===== src/rtl/uart_reg_bridge_pkg.sv =====
// Shared opcodes, response codes and FSM state encoding for the UART
// register bridge.
package uart_bridge_pkg;

  localparam logic [7:0] OP_WR   = 8'h57;
  localparam logic [7:0] OP_RD   = 8'h52;
  localparam logic [7:0] RSP_ACK = 8'h06;
  localparam logic [7:0] RSP_NAK = 8'h15;

  typedef enum logic [2:0] {
    IDLE, ADDR, DATA, BUS_WR, BUS_RD, RESP, RESP_WAIT
  } bridge_state_t;

  // Only 'W' and 'R' open a command; everything else is answered with NAK.
  function automatic logic is_opcode(input logic [7:0] b);
    return (b == OP_WR) || (b == OP_RD);
  endfunction

endpackage


===== src/rtl/uart_reg_bridge_if.sv =====
// UART byte handshake plus register bus, seen from the bridge (master)
// and from the UART/register side (slave).
interface uart_reg_bridge_if #(
  parameter int ADDR_WIDTH = 16
) ();
  logic [7:0]            rx_data;
  logic                  rx_done;
  logic [7:0]            tx_data;
  logic                  tx_en;
  logic                  tx_busy;
  logic                  tx_done;
  logic [ADDR_WIDTH-1:0] bus_addr;
  logic [7:0]            bus_wdata;
  logic                  bus_we;
  logic                  bus_re;
  logic [7:0]            bus_rdata;
  logic                  bus_rvalid;

  modport master (
    input  rx_data, rx_done, tx_busy, tx_done, bus_rdata, bus_rvalid,
    output tx_data, tx_en, bus_addr, bus_wdata, bus_we, bus_re
  );

  modport slave (
    output rx_data, rx_done, tx_busy, tx_done, bus_rdata, bus_rvalid,
    input  tx_data, tx_en, bus_addr, bus_wdata, bus_we, bus_re
  );
endinterface


===== src/rtl/uart_reg_bridge_timeout.sv =====
// Idle watchdog: counts enabled cycles since the last clear and flags the
// cycle in which the TIMEOUT_CYC-th enabled cycle is reached.
module bridge_timeout #(
  parameter int TIMEOUT_CYC = 1_000_000,
  parameter int TO_BITS     = $clog2(TIMEOUT_CYC + 1)
) (
  input  logic clk,
  input  logic rst,
  input  logic clear,
  input  logic enable,
  output logic expired
);
  logic [TO_BITS-1:0] cnt;

  // Count up while enabled; the owner clears on every byte and state change.
  always_ff @(posedge clk) begin
    if (rst || clear) cnt <= '0;
    else if (enable)  cnt <= cnt + TO_BITS'(1);
  end

  assign expired = enable && (cnt == TO_BITS'(TIMEOUT_CYC - 1));
endmodule


===== src/rtl/uart_reg_bridge.sv =====
// UART command responder: decodes 'W'/'R' commands from RX bytes, performs
// one register-bus access and returns exactly one response byte on TX.
module uart_reg_bridge
  import uart_bridge_pkg::*;
#(
  parameter int ADDR_BYTES  = 2,
  parameter int TIMEOUT_CYC = 1_000_000,
  parameter int TO_BITS     = $clog2(TIMEOUT_CYC + 1)
) (
  input  logic              clk,
  input  logic              rst,
  uart_reg_bridge_if.master bif,
  output logic              cmd_active
);
  localparam int ADDR_WIDTH = 8 * ADDR_BYTES;
  localparam int CNT_W      = $clog2(ADDR_BYTES + 1);

  bridge_state_t         state_q, state_d;
  logic [ADDR_WIDTH-1:0] addr_q;
  logic [7:0]            wdata_q, rsp_q;
  logic [CNT_W-1:0]      byte_cnt;
  logic                  is_wr, re_sent, last_addr;
  logic                  to_clear, to_en, to_exp;
  logic                  bus_we, bus_re, tx_en;

  assign last_addr = (byte_cnt == CNT_W'(ADDR_BYTES - 1));
  assign to_en     = (state_q == ADDR) || (state_q == DATA) || (state_q == BUS_RD);
  assign to_clear  = bif.rx_done || (state_d != state_q);

  bridge_timeout #(.TIMEOUT_CYC(TIMEOUT_CYC), .TO_BITS(TO_BITS)) u_to (
    .clk     (clk),
    .rst     (rst),
    .clear   (to_clear),
    .enable  (to_en),
    .expired (to_exp)
  );

  // State register.
  always_ff @(posedge clk) begin
    if (rst) state_q <= IDLE;
    else     state_q <= state_d;
  end

  // Next state and single-cycle strobes; a byte arriving in the same cycle
  // as the timeout takes priority because it is tested first.
  always_comb begin
    state_d = state_q;
    bus_we  = 1'b0;
    bus_re  = 1'b0;
    tx_en   = 1'b0;
    unique case (state_q)
      IDLE:      if (bif.rx_done) state_d = is_opcode(bif.rx_data) ? ADDR : RESP;
      ADDR: begin
        if (bif.rx_done) begin
          if (last_addr) state_d = is_wr ? DATA : BUS_RD;
        end else if (to_exp) state_d = IDLE;
      end
      DATA: begin
        if (bif.rx_done)  state_d = BUS_WR;
        else if (to_exp)  state_d = IDLE;
      end
      BUS_WR: begin
        bus_we  = 1'b1;
        state_d = RESP;
      end
      BUS_RD: begin
        bus_re = !re_sent;
        if (bif.bus_rvalid || to_exp) state_d = RESP;
      end
      RESP: begin
        if (!bif.tx_busy) begin
          tx_en   = 1'b1;
          state_d = RESP_WAIT;
        end
      end
      RESP_WAIT: if (bif.tx_done) state_d = IDLE;
      default:   state_d = IDLE;
    endcase
  end

  // Command datapath: address shift, write data, response byte, activity flag.
  always_ff @(posedge clk) begin
    if (rst) begin
      addr_q     <= '0;
      wdata_q    <= '0;
      rsp_q      <= '0;
      byte_cnt   <= '0;
      is_wr      <= 1'b0;
      re_sent    <= 1'b0;
      cmd_active <= 1'b0;
    end else begin
      re_sent <= (state_q == BUS_RD);
      case (state_q)
        IDLE: if (bif.rx_done) begin
          byte_cnt   <= '0;
          is_wr      <= (bif.rx_data == OP_WR);
          cmd_active <= is_opcode(bif.rx_data);
          if (!is_opcode(bif.rx_data)) rsp_q <= RSP_NAK;
        end
        ADDR: begin
          if (bif.rx_done) begin
            addr_q   <= ADDR_WIDTH'({addr_q, bif.rx_data});
            byte_cnt <= byte_cnt + CNT_W'(1);
          end else if (to_exp) cmd_active <= 1'b0;
        end
        DATA: begin
          if (bif.rx_done)  wdata_q    <= bif.rx_data;
          else if (to_exp)  cmd_active <= 1'b0;
        end
        BUS_WR: rsp_q <= RSP_ACK;
        BUS_RD: begin
          if (bif.bus_rvalid) rsp_q <= bif.bus_rdata;
          else if (to_exp)    rsp_q <= RSP_NAK;
        end
        RESP_WAIT: if (bif.tx_done) cmd_active <= 1'b0;
        default: ;
      endcase
    end
  end

  assign bif.bus_we    = bus_we;
  assign bif.bus_re    = bus_re;
  assign bif.tx_en     = tx_en;
  assign bif.tx_data   = rsp_q;
  assign bif.bus_addr  = addr_q;
  assign bif.bus_wdata = wdata_q;
endmodule


===== src/flat_wrapper.sv =====
// flat-port wrapper written by rule: the top's interface ports become plain ports
module uart_reg_bridge_flat import uart_bridge_pkg::*;
#(
  parameter int ADDR_BYTES  = 2,
  parameter int TIMEOUT_CYC = 1_000_000,
  parameter int TO_BITS     = $clog2(TIMEOUT_CYC + 1)
)
  (clk, rst, cmd_active, bif_rx_data, bif_rx_done, bif_tx_busy, bif_tx_done, bif_bus_rdata, bif_bus_rvalid, bif_tx_data, bif_tx_en, bif_bus_addr, bif_bus_wdata, bif_bus_we, bif_bus_re);
  uart_reg_bridge_if #(.ADDR_WIDTH(16)) bif_i ();
  input  logic clk;
  input  logic rst;
  output logic cmd_active;
  input wire logic [$bits(bif_i.rx_data)-1:0] bif_rx_data;
  input wire logic [$bits(bif_i.rx_done)-1:0] bif_rx_done;
  input wire logic [$bits(bif_i.tx_busy)-1:0] bif_tx_busy;
  input wire logic [$bits(bif_i.tx_done)-1:0] bif_tx_done;
  input wire logic [$bits(bif_i.bus_rdata)-1:0] bif_bus_rdata;
  input wire logic [$bits(bif_i.bus_rvalid)-1:0] bif_bus_rvalid;
  output wire logic [$bits(bif_i.tx_data)-1:0] bif_tx_data;
  output wire logic [$bits(bif_i.tx_en)-1:0] bif_tx_en;
  output wire logic [$bits(bif_i.bus_addr)-1:0] bif_bus_addr;
  output wire logic [$bits(bif_i.bus_wdata)-1:0] bif_bus_wdata;
  output wire logic [$bits(bif_i.bus_we)-1:0] bif_bus_we;
  output wire logic [$bits(bif_i.bus_re)-1:0] bif_bus_re;
  assign bif_i.rx_data = bif_rx_data;
  assign bif_i.rx_done = bif_rx_done;
  assign bif_i.tx_busy = bif_tx_busy;
  assign bif_i.tx_done = bif_tx_done;
  assign bif_i.bus_rdata = bif_bus_rdata;
  assign bif_i.bus_rvalid = bif_bus_rvalid;
  assign bif_tx_data = bif_i.tx_data;
  assign bif_tx_en = bif_i.tx_en;
  assign bif_bus_addr = bif_i.bus_addr;
  assign bif_bus_wdata = bif_i.bus_wdata;
  assign bif_bus_we = bif_i.bus_we;
  assign bif_bus_re = bif_i.bus_re;
  uart_reg_bridge #(.ADDR_BYTES(ADDR_BYTES), .TIMEOUT_CYC(TIMEOUT_CYC), .TO_BITS(TO_BITS)) u_core (.clk(clk), .rst(rst), .bif(bif_i), .cmd_active(cmd_active));
endmodule

===== config.mk =====
export PLATFORM = sky130hd
export DESIGN_NAME = uart_reg_bridge_flat
export DESIGN_NICKNAME = d
export VERILOG_FILES = /design/src/rtl/uart_reg_bridge_pkg.sv /design/src/rtl/uart_reg_bridge_if.sv /design/src/rtl/uart_reg_bridge_timeout.sv /design/src/rtl/uart_reg_bridge.sv /design/src/flat_wrapper.sv
export SDC_FILE = /design/constraint.sdc
export NUM_CORES = 1
export LEC_CHECK = 0
export CORE_MARGIN = 3
export CORE_UTILIZATION = 30
export DETAILED_ROUTE_END_ITERATION = 8
export DONT_BUFFER_PORTS = 1
export PLACE_DENSITY = 0.43
export SETUP_SLACK_MARGIN = 0.1
export SLEW_MARGIN = 25
export SYNTH_ARGS = -nofsm -noshare
export SYNTH_HDL_FRONTEND = slang
export SYNTH_HIERARCHICAL = 1
export SYNTH_SLANG_ARGS = --single-unit

===== constraint.sdc =====
create_clock -name clk -period 4.2 [get_ports clk]
set_clock_uncertainty 0.05 [all_clocks]
set_input_delay 0.21 -clock clk [delete_from_list [all_inputs] [get_ports clk]]
set_output_delay 0.21 -clock clk [all_outputs]
set_load 0.01 [all_outputs]

== Word level (Yosys, flattened, before mapping) ==
Cells that the tools add are included.

* Add/sub/neg operators: 2
* Equal/unequal tests: 18
* Mux-type cells: 28
* Reduce and logical (&&, ||, !) cells: 19

{| class="wikitable"
|+ Operators with widths
! operator !! count
|-
| 8-bit 2-to-1 mux || 4
|-
| 3-bit 2-to-1 mux || 10
|-
| 8-bit one-hot mux with 3 select lines || 1
|-
| 3-bit one-hot mux with 7 select lines || 1
|-
| 20-bit by 1-bit adder with 20-bit output (second input constant) || 1
|-
| 20-bit == test (second input constant) || 1
|-
| 8-bit by 7-bit == test with 1-bit output (second input constant) || 2
|-
| 2-bit inequality test (second input constant) || 5
|-
| 3-bit == test (second input constant) || 3
|-
| 1-bit 2-to-1 mux || 8
|-
| 3-bit by 2-bit == test with 1-bit output (second input constant) || 2
|-
| 1-bit logical OR || 6
|-
| 2-bit AND reduction || 3
|-
| 3-bit nonzero test || 2
|-
| 5-bit AND reduction || 1
|-
| 2-bit 2-to-1 mux || 2
|-
| 2-bit one-hot mux with 2 select lines || 1
|-
| 4-bit AND reduction || 1
|-
| 3-bit by 1-bit == test with 1-bit output (second input constant) || 1
|-
| 3-bit zero test || 1
|-
| 3-bit by 2-bit inequality test with 1-bit output (second input constant) || 1
|-
| 3-bit inequality test || 1
|-
| 1-bit one-hot mux with 3 select lines || 1
|-
| 3-bit AND reduction || 1
|-
| 7 further kinds || 7
|}

* Register bits after elaboration: 60
* Input port bits: 22
* Output and inout bits: 36

== Longest topological paths before layout ==
Gate-level depths: netlist of the first run.

* Word-level depth: 10
* Gate-level depth with buffers: 15

== Modules after synthesis ==
Netlist of the first run, hierarchy kept.

{| class="wikitable"
|+ By module, submodules not included
! module !! times used !! cells an instance !! area an instance (um^2) !! seq. area each (um^2)
|-
| uart_reg_bridge || 1 || 210 || 1778.0 || 800.8
|-
| bridge_timeout || 1 || 113 || 952.2 || 400.4
|}

== Worst setup path before layout of the first run ==
No wires, ideal clock.

* Path kind: register to register
* From: reg u_core.state_q[0]
* To: reg u_core.u_to.cnt[0]
* Library setup time: 128 ps
* Arrival: 2898 ps
* Setup slack: 1124 ps
* Stages on the path, launching flop included: 16
* Path buffers: 5
* Period minus slack after synthesis: 3076 ps
* Cells stage by stage: dfxtp_1 clkbuf_1 buf_2 xnor2_1 o21ai_0 buf_2 nand3_2 nor3_1 a21oi_1 a311oi_1 o22ai_1 nand2_1 or2_2 clkbuf_1 buf_1 nor2_1

* Longest elaborated chain between the ends: 10
* Elaborated cells on any way between the ends: 23
* Those cells by class: eq/ne (7); mux (9); reduce/logical (7)

{| class="wikitable"
|+ Ends and longest elaborated chain
! element !! RTL line !! source
|-
| start: declaration || uart_reg_bridge.sv:18 || <nowiki>bridge_state_t state_q, state_d;</nowiki>
|-
| start signal: assignment || uart_reg_bridge.sv:41 || <nowiki>else state_q <= state_d;</nowiki>
|-
| 3-bit by 1-bit == test with 1-bit output or 3-bit by 2-bit == test with 1-bit output (tied branches) || uart_reg_bridge.sv:27 || <nowiki>assign to_en = (state_q == ADDR) || (state_q == DATA) || (state_q == BUS_RD);</nowiki>
|-
| 1-bit logical OR || uart_reg_bridge.sv:27 ||
|-
| 1-bit logical OR * || uart_reg_bridge.sv:27 ||
|-
| named net u_core.to_en || uart_reg_bridge.sv:23 || <nowiki>logic to_clear, to_en, to_exp;</nowiki>
|-
| 1-bit logical AND * || uart_reg_bridge_timeout.sv:21 || <nowiki>assign expired = enable && (cnt == TO_BITS'(TIMEOUT_CYC - 1));</nowiki>
|-
| named net u_core.to_exp || uart_reg_bridge.sv:23 ||
|-
| 3-bit 2-to-1 mux or 1-bit logical OR (tied branches) || uart_reg_bridge.sv:56, uart_reg_bridge.sv:60, uart_reg_bridge.sv:68 ||
|-
| 3-bit 2-to-1 mux (on tied branches) || uart_reg_bridge.sv:59, uart_reg_bridge.sv:54, uart_reg_bridge.sv:68 ||
|-
| 3-bit one-hot mux with 7 select lines * || uart_reg_bridge.sv:51 || <nowiki>unique case (state_q)</nowiki>
|-
| 3-bit inequality test * || uart_reg_bridge.sv:28 || <nowiki>assign to_clear = bif.rx_done || (state_d != state_q);</nowiki>
|-
| 1-bit logical OR * || uart_reg_bridge.sv:28 ||
|-
| named net u_core.to_clear || uart_reg_bridge.sv:23 ||
|-
| 1-bit logical OR * || uart_reg_bridge_timeout.sv:17 || <nowiki>if (rst || clear) cnt <= '0;</nowiki>
|-
| end signal: assignment || uart_reg_bridge_timeout.sv:18 || <nowiki>else if (enable) cnt <= cnt + TO_BITS'(1);</nowiki>
|-
| end: declaration || uart_reg_bridge_timeout.sv:13 || <nowiki>logic [TO_BITS-1:0] cnt;</nowiki>
|}

The timed path passes the listed nets; every way through them passes the cells marked *.
A chain may end at the register's enable or synchronous reset.

== Final worst setup path of the first run ==
* From: reg u_core.state_q[1]
* To: reg u_core.u_to.cnt[16]

Same word-level chain as after synthesis.

==> results of run 1 <==
-- flip-flops by register name (all words and copies together), names as in the netlist, 2 cells and up --
signal                count
u_core/bif.bus_addr      16
u_core/bif.bus_wdata      8
u_core/u_to/cnt          20
u_core/state_q            3
u_core/bif.tx_data        8
u_core/byte_cnt           2
-- layer usage --
layer | up-vias | share of wire (%)
met1 | 1051 | 47
li1 | 1165 | -
met4 | 0 | 2.2
met3 | 11 | 6.8
met2 | 58 | 44
met5 | - | 0
-- power groups by stage --
stage | logic, W | registers [W] | clock network [W]
4_1_cts | 0.000211 | 0.000622 | 0.000519
6_report | 0.000213 | 0.000622 | 0.000503
3_3_place_gp | 0.000191 | 0.000635 | 0
2_1_floorplan | 0.000163 | 0.000630 | 0
5_1_grt | 0.000234 | 0.000625 | 0.000542
3_5_place_dp | 0.000189 | 0.000635 | 0
-- layout by cell type, fill, tap and decap left out, types with 4 or more instances in the layout --
master / synthesis / routed
dfxtp_1: 60 / 60
nand2_1: 52 / 52
nor2_1: 41 / 41
a21oi_1: 27 / 27
dlygate4sd3_1: 0 / 16
mux2i_1: 13 / 13
xnor2_1: 10 / 10
clkbuf_8: 0 / 9
nand3_1: 9 / 9
nor3_1: 8 / 8
inv_1: 7 / 7
nand4_1: 6 / 6
o21ai_0: 5 / 5
buf_4: 1 / 5
a22o_1: 4 / 4
or3_1: 4 / 4
-- synth_stat cells, drive strengths merged (4+ instances only) --
cell type,instances,area [sq um]
o21ai,5,25.0
a21oi,28,144
nand4,7,50.1
or3,4,25.0
nor2,41,154
clkbuf,9,33.8
a22o,4,35.0
nand3,10,55.1
dfxtp,60,1200
nor4,4,31.3
inv,7,26.3
mux2i,13,130
buf,11,62.6
nand2,52,195
nor3,9,50.1
xnor2,10,87.6
-- stage by stage --
step                util, %  power (W)  setup WS [ps]
floorplan                 -   0.000793           1120
global placement       32.1   0.000827           1160
detailed placement     32.1   0.000825           1080
CTS                    36.2    0.00135           1080
global route           36.3    0.00140            793
finish                 36.3    0.00134           1050
-- worst max path at each step --
stage          slack, ps  depth (start not counted)                  end
6_report            1050                         12  u_core/u_to/cnt[16]
3_5_place_dp        1080                         12  u_core/u_to/cnt[16]
2_1_floorplan       1120                         15   u_core/u_to/cnt[0]
3_3_place_gp        1160                         12  u_core/u_to/cnt[16]
4_1_cts             1080                         12  u_core/u_to/cnt[16]
5_1_grt              790                         12  u_core/u_to/cnt[16]
-- worst max-delay path, cell delays in order (launching register included) --
cell	delay, ps
dfxtp_1	330
or3b_1	450
o21ai_0	110
buf_4	180
nand3_2	140
nor3_1	450
a21oi_1	140
a311oi_1	280
o22ai_1	110
nand2_1	110
or2_2	370
nor2_1	80
a31o_2	250
-- cell type report --
type	instances	area share, %
multi-input cells	236	44.6
flip-flops and latches	60	37.8
repair buffers	22	6.85
well taps	108	4.25
clock buffers	10	4.01
clock inverters	5	1.69
inverters	7	0.826
-- cells by family after synthesis --
logic type	Yosys count	share of synthesized area, %
xor+xnor	13	4.17
fa+ha+maj	2	0.916
compound gates	58	14.2
flops	60	44.0
buf+inv	27	4.49
mux	13	4.77
simple gates	150	27.5
==> impl_metrics.yaml, run 1 <==
status:
  outcome: "finished, final reports clean"
worst_setup_path:
  worstSetupStartpointType: "register"
  r2r-end: "u_core/u_to/cnt[16]"
  critical_path_class: "register to register"
  cp.required_ps: 4390
  crit_arrival_ps: 3340
  cp-end-kind: "register"
  critPathMaxFanout: 19
  r2r_cells: 12
  rr_startpoint: "u_core/state_q[1]"
  cp-startpoint: "u_core/state_q[1]"
  r2r_slack_ps: 1050
clock_tree:
  htreeDepth: 3
  clk_path_buf_depth: 2
  cts_resized: 0
  cts_sinks: 60
  path_clk_slew_ps: 70
  numCtsBuffers: 9
  root_buffer: "clkbuf_8"
  post-cts-setup-buffers: 0
  clk_latency_ps: 340
  cts_hold_buf: 17
  cts_tree: "built"
logic_synthesis:
  syn-num-nets: 347
  ys_warn_count: 6
  synth_area_sq_um: 2730
  ys_seq_area_share_pct: 44.0
  synth-edff-count: 0
  synth_cell_types: 54
  syn_area_per_cell_sq_um: 8.45
  synthArstFlopShare_pct: 0
  ys_seq_elements: 60
  synth_ff_type: "dfxtp_1"
  synth_cells: 323
grt:
  grt_pass1_wl_um: 11100
  grt-ovfl-total: 0
  grt_pass1_vias: 2155
  grt_max_degree: 33
  top_usage_layer: "met2"
  use_met1_pct: 17.8
  antenna_found_initial: 0
  use_met2_pct: 20.3
  grt_usage_pct: 13.8
  use_met3_pct: 5.30
floorplan:
  coreArea_sq_um: 8760
  die_h_um: 101
  io_pins: 58
  floorplan.initialDensity_pct: 31.2
  core.rowCount: 34
  fp.dieArea_sq_um: 10300
  fp.dieW_um: 101
pwr:
  p_seq_share_pct: 46.5
  leakagePower_nw: 1.09
  clkPwrFrac_pct: 37.6
  p_switching_w: 0.000386
  p_sw_share_pct: 28.8
  p_int_w: 0.000951
  cellPowerDensity_nw_per_um2: 420
  combPwrFrac_pct: 15.9
  ir_drop_mv: 0.163
timing:
  hold_viol_final: 0
  fmaxAchievable_mhz: 318
  setup_viol: 0
  holdWs_ps: 15.4
  setup_tns_ps: 0
  slew_viol_final: 0
  slew_headroom_pct: 57.1
  tightest_slew_ps: 638
  fin_crit_ps: 3150
  final.period_utilization_pct: 74.9
  rsz0062_at_grt: "no"
worst_hold_path:
  hold_end: "u_core/cmd_active"
  holdPathStages: 2
  hp-class: "input port to register"
  hp-start: "rst"
placement:
  dp_hpwl_um: 4500
  place_inst: 416
  place_congestion: 0.777
  place_area_sq_um: 2810
  portBuffers: 0
final_layout:
  stdcell_count: 448
  fillers: 917
  final_layout_size_suffix_gt1_share_pct: 11.2
  syn_to_final_growth_pct: 16.5
  final_nets: 360
  regArea_sq_um: 1200
  antenna_cells: 0
  multi_input_area_sq_um: 1420
  fin_area_sq_um: 3180
route:
  totalWireLength_um: 6850
  drt-pass1-iter-count: 4
  drc: 0
  routed_via_density: 5.10
  ant_nets: 0
  wl_per_cell_um: 15.3
  dr_total_vias: 2285
  drt_iter0_markers: 80
flow_run:
  drv_cap: 0
Note: power is estimated with default switching activity, not from simulation.
==> run 2, diff against run 1 <==
- ABC_AREA: unset -> 1
- clock period: 4.2 -> 3.24 ns (I/O delays scaled with it)
==> run 2 against run 1 <==
- sequential share of layout area down 3.2 points
- via count up 19%
- clock power up 43%
- critical endpoint is now u_core/u_to/cnt[3]
- largest cell class unchanged
==> impl_metrics.yaml, run 2 <==
worst_setup_path:
  critical_path_class: "register to register"
  cp_slowest_cell: "dfxtp_1"
  cp.required_ps: 3480
  critPathMaxFanout: 8
  cpMostUsedCell: "nand2_1"
  cp-end-kind: "register"
  crit_chain: "inv_2 > nand3_4 > nand3_1 > nand2_1 > inv_1 > nand3_1 > nor2_1 > nand4_1 > nor2_1 > inv_1 > nor2_1 > a21oi_1 > nand2_1 > nand2_1 > nand2_1 > nand2_1 > inv_1 > nand2_1 > nor2_2 > inv_1 > a21oi_1 > o21a_1"
  slowest_delay_ps: 370
  crit_arrival_ps: 2990
  worstSetupStartpointType: "register"
logic_synthesis:
  synth_ff_type: "dfxtp_1"
  synth_common_cells: "97 x nor2_1, 78 x nand2_1, 60 x dfxtp_1"
  synth_area_sq_um: 2970
  synth_cell_types: 34
  ys_seq_elements: 60
  syn-num-nets: 456
  synth-edff-count: 0
  syn_area_per_cell_sq_um: 6.87
  synth_top_cells_by_area: "dfxtp_1 40%, nor2_1 12%, nand2_1 9.9%"
  ys_seq_area_share_pct: 40.5
  ys_warn_count: 6
  synth_cells: 432
  synth.most_common_cell: "nor2_1"
  synth.largest_area_cell: "dfxtp_1"
  synth_top_area_share_pct: 40.5
  synthArstFlopShare_pct: 0
timing:
  tightest_slew_ps: 857
  slew_viol_final: 0
  setup_viol: 0
  final.period_utilization_pct: 85.1
  slew_headroom_pct: 42.8
  fin_crit_ps: 2760
  rsz0062_at_grt: "yes"
  fmaxAchievable_mhz: 363
  hold_viol_final: 0
  setup_tns_ps: 0
route:
  routed_via_density: 4.64
  wl_per_cell_um: 13.5
  ant_nets: 0
  drc: 0
  drt_iter0_markers: 96
  drt-pass1-iter-count: 5
  dr_total_vias: 2721
  totalWireLength_um: 7910
floorplan:
  coreArea_sq_um: 9420
  floorplan.initialDensity_pct: 31.5
  die_h_um: 105
  io_pins: 58
  fp.dieArea_sq_um: 11100
  fp.dieW_um: 105
  core.rowCount: 35
final_layout:
  top_register: "u_core/u_to/cnt"
  final_common_cell: "nor2_1"
  largest_reg_flops: 20
  antenna_cells: 0
  fillers: 1021
  final_layout_size_suffix_gt1_share_pct: 12.7
  mostFrequentLayoutCells: "96 x nor2_1, 78 x nand2_1, 60 x dfxtp_1"
  syn_to_final_growth_pct: 17.0
  final_nets: 477
clock_tree:
  htreeDepth: 3
  path_clk_slew_ps: 80
  numCtsBuffers: 9
  cts_tree: "built"
  root_buffer: "clkbuf_8"
  clk_latency_ps: 350
  clk_path_buf_depth: 2
  cts_sinks: 60
flow_run:
  drv_cap: 0
worst_hold_path:
  hp-class: "input port to register"
pwr:
  total_power_w: 0.00198
  leakagePower_nw: 1.42
  cellPowerDensity_nw_per_um2: 569
  ir_drop_mv: 0.230
grt:
  grt_usage_pct: 14.6
  grt_pass1_vias: 2512
  antenna_found_initial: 0
  grt_max_degree: 32
  grt_pass1_wl_um: 13000
  grt-ovfl-total: 0
placement:
  portBuffers: 0
  place_congestion: 0.831
  dp_hpwl_um: 5560
status:
  outcome: "finished, final reports clean"
[run 2: cell count changes in the layout (fill, tap and decap cells not counted), moves of 7 or more]
cell,change
nor2_1,+55
inv_1,+35
o21ai_0,+30
nand2_1,+26
nand3_1,+18
mux2i_1,-13
xnor2_1,-9
inv_2,+8
nor2_2,+8
nand2_2,+7
[run 2: logic make-up after synthesis]
family	after synthesis	synth area share [%]
adders and majority gates	2	0.843
xor gates and xnor gates	3	0.886
and+or+nand+nor	239	37.1
DFF	60	40.5
buffers and inverters	59	8.18
AOI/OAI and AO/OA	69	12.5
[run 2: final timing paths]
check	startpoint	to	slack (ps)	cells past startpoint
worst min-delay path	bif_bus_rdata[1]	u_core/bif.tx_data[1]	20	2
worst max register to register	u_core/state_q[0]	u_core/u_to/cnt[3]	480	22
worst max-delay path	u_core/state_q[0]	u_core/u_to/cnt[3]	480	22
worst min register to register	u_core/u_to/cnt[5]	u_core/u_to/cnt[5]	430	2
[run 2: what timing repair did]
item,4_1_cts,5_1_grt
endpoints found under the hold margin,29,0
setup buffers,0,0
hold buffers,17,0
resized for setup,0,2
endpoints found under the setup margin,0,14
[run 2: per-layer routing]
layer,vias to the layer above,GRT usage [%],part of all wire [%]
met3,7,4.72,4.2
met1,1240,19.9,49
li1,1423,-,-
met4,0,4.69,1.3
met2,51,21.8,46
met5,-,0,0
[run 2: final cells by class]
type                       instances  area (sq um)  share of cell area [%]
multi-input combinational        313          1530                    43.9
clock buffer                      10           138                    3.96
tap                              129           161                    4.65
sequential                        60          1200                    34.6
clock inverter                     6          70.1                    2.02
timing repair buffer              19           189                    5.44
inverter                          50           188                    5.41
[run 2: critical path, delay by kind of cell (launching register included)]
family,cells,cell delay [ps]
AOI/OAI and AO/OA,3,350
buffers and inverters,5,500
and+or+nand+nor,14,1420
DFF,1,370
[run 2: metrics by stage]
step	utilization [%]	hold WS [ps]	instance area [sq um]	instances	setup slack [ps]
after floorplan	-	247	2970	432	834
final	36.9	24.0	3470	587	484
after global routing	36.9	15.2	3470	587	83.2
after CTS	36.8	1.10	3470	587	408
after global placement	32.8	186	3090	554	620
after detailed placement	32.8	187	3090	554	439
[run 2: power breakdown]
| group | internal (W) | switching, W | total [W] |
|---|---|---|---|
| Sequential | 0.000797 | 0.0000729 | 0.000870 |
| Clock | 0.000384 | 0.000333 | 0.000718 |
| Combinational | 0.000131 | 0.000258 | 0.000389 |
==> run 3, diff against run 2 <==
- ABC_AREA: 1 -> unset
==> run 3 against run 2 <==
- cell count is 23% lower
- flip-flop and latch count unchanged
- power shrank 4.7%
- utilization grew 0.34 points
- critical endpoint is now u_core/u_to/cnt[16]
- register-to-register slack worse by 30 ps
- cell area down 6.1%
- wire length decreased by 15%
- largest power group unchanged
- global-route usage fell by 0.79 points
- critical path type unchanged
- fmax shrank 1.2%
- die area down 7.5%
- largest cell class unchanged
- critical path depth down 11
==> impl_metrics.yaml, run 3 (synthesis results as in run 1) <==
status:
  outcome: "finished, final reports clean"
final_layout:
  final_layout_size_suffix_gt1_share_pct: 12.5
  mostFrequentLayoutCells: "60 x dfxtp_1, 52 x nand2_1, 41 x nor2_1"
  stdcell_count: 453
  largest_reg_flops: 20
  final_nets: 364
  top_register: "u_core/u_to/cnt"
  antenna_cells: 0
  final_common_cell: "dfxtp_1"
  syn_to_final_growth_pct: 19.5
worst_setup_path:
  rr_startpoint: "u_core/state_q[1]"
  cp_slowest_cell: "or3b_1"
  cp.required_ps: 3430
  worstSetupStartpointType: "register"
  path_buf_inv: 0
  cp-end-kind: "register"
  critical_path_class: "register to register"
  cp-startpoint: "u_core/state_q[1]"
  slowest_delay_ps: 460
  crit_arrival_ps: 2980
  crit_chain: "or3b_1 > o21ai_0 > nand3_2 > nor3_2 > nand2b_1 > a31oi_1 > o22ai_1 > nand2_1 > or2_4 > nor2_1 > a31o_2"
  critPathMaxFanout: 19
  critPathTopFamily: "simple AND/OR/NAND/NOR gates"
pwr:
  cellPowerDensity_nw_per_um2: 578
  ir_drop_mv: 0.221
  leakagePower_nw: 1.13
grt:
  grt-ovfl-total: 0
  antenna_found_initial: 0
  grt_pass1_vias: 2233
  grt_max_degree: 37
  grt_pass1_wl_um: 11100
  grt_usage_pct: 13.8
route:
  ant_nets: 0
  drc: 0
  dr_total_vias: 2299
  routed_via_density: 5.08
  wl_per_cell_um: 14.9
  drt_iter0_markers: 103
  totalWireLength_um: 6730
  drt-pass1-iter-count: 4
flow_run:
  drv_cap: 0
floorplan:
  die_h_um: 101
  fp.dieW_um: 101
  core.rowCount: 34
  io_pins: 58
  fp.dieArea_sq_um: 10300
  floorplan.initialDensity_pct: 31.2
  coreArea_sq_um: 8760
clock_tree:
  cts_sinks: 60
  clk_latency_ps: 340
  cts_tree: "built"
  root_buffer: "clkbuf_8"
  clk_path_buf_depth: 2
  numCtsBuffers: 9
  path_clk_slew_ps: 70
  htreeDepth: 3
timing:
  slew_viol_final: 0
  rsz0062_at_grt: "no"
  final.period_utilization_pct: 86.1
  fmaxAchievable_mhz: 358
  tightest_slew_ps: 665
  hold_viol_final: 0
  setup_tns_ps: 0
  setup_viol: 0
  slew_headroom_pct: 55.3
  fin_crit_ps: 2790
placement:
  place_inst: 420
  dp_hpwl_um: 4490
  place_congestion: 0.698
  portBuffers: 0
worst_hold_path:
  hp-start: "rst"
  hp-class: "input port to register"
## run 3: cell types whose count changed in the layout (fill, tap and decap cells not counted), sizes merged, moves of 8 or more
| cell | previous run | this run |
|---|---|---|
| nor2 | 109 | 41 |
| o21ai | 36 | 5 |
| nand3 | 31 | 10 |
| xnor2 | 1 | 10 |
| buf | 2 | 10 |
| mux2i | 0 | 13 |
| nand2 | 87 | 52 |
| inv | 53 | 7 |
## run 3: worst paths after layout
kind / slack [ps] / to / cells past startpoint
hold reg to reg: 400 / u_core/byte_cnt[1] / 2
hold / removal: 20 / u_core/u_to/cnt[15] / 3
setup / recovery: 450 / u_core/u_to/cnt[16] / 11
setup reg to reg: 450 / u_core/u_to/cnt[16] / 11
## run 3: area by class of cell
type,count,area (sq um)
fillers,934,5500
multi-input cells,236,1420
flip-flops and latches,60,1200
repair buffers,26,248
well taps,108,135
clock buffers,11,131
clock inverters,5,100
inverters,7,26.3
## run 3: worst register-to-register path, delay by kind of cell, from the launching register on
family | cells | cell delay [ps]
simple gates | 7 | 1610
compound gates | 4 | 720
flops | 1 | 320
## run 3: through the flow
step                instance area [sq um]  power, W  utilization [%]  setup WS [ps]  hold WS [ps]
floorplan                            2730   0.00103                -            164           245
global placement                     2840   0.00107             32.4            299           193
detailed placement                   2840   0.00107             32.4            175           197
CTS                                  3250   0.00191             37.1            173          8.02
global route                         3260   0.00197             37.2            166          35.0
finish                               3260   0.00188             37.2            450          21.8
## run 3: power breakdown
group          leakage [nW]  internal [W]  switching [W]
sequential            0.486      0.000771      0.0000344
clock                 0.117      0.000509       0.000292
combinational         0.522      0.000118       0.000160
total                  1.13       0.00140       0.000486
## run 3: repair_timing
item | 4_1_cts | 5_1_grt
gates resized for setup | 0 | 2
hold buffers | 17 | 0
endpoints found under the hold margin | 40 | 0
endpoints found under the setup margin | 0 | 13
buffers inserted | 0 | 0
## run 3: routing by layer
layer | wire length [um] | global-route usage, % | vias to the layer above
met5 | 0 | 0 | -
met4 | 143 | 6.75 | 0
met3 | 420 | 4.75 | 11
met2 | 3050 | 20.5 | 54
met1 | 3110 | 17.9 | 1063
li1 | - | - | 1171
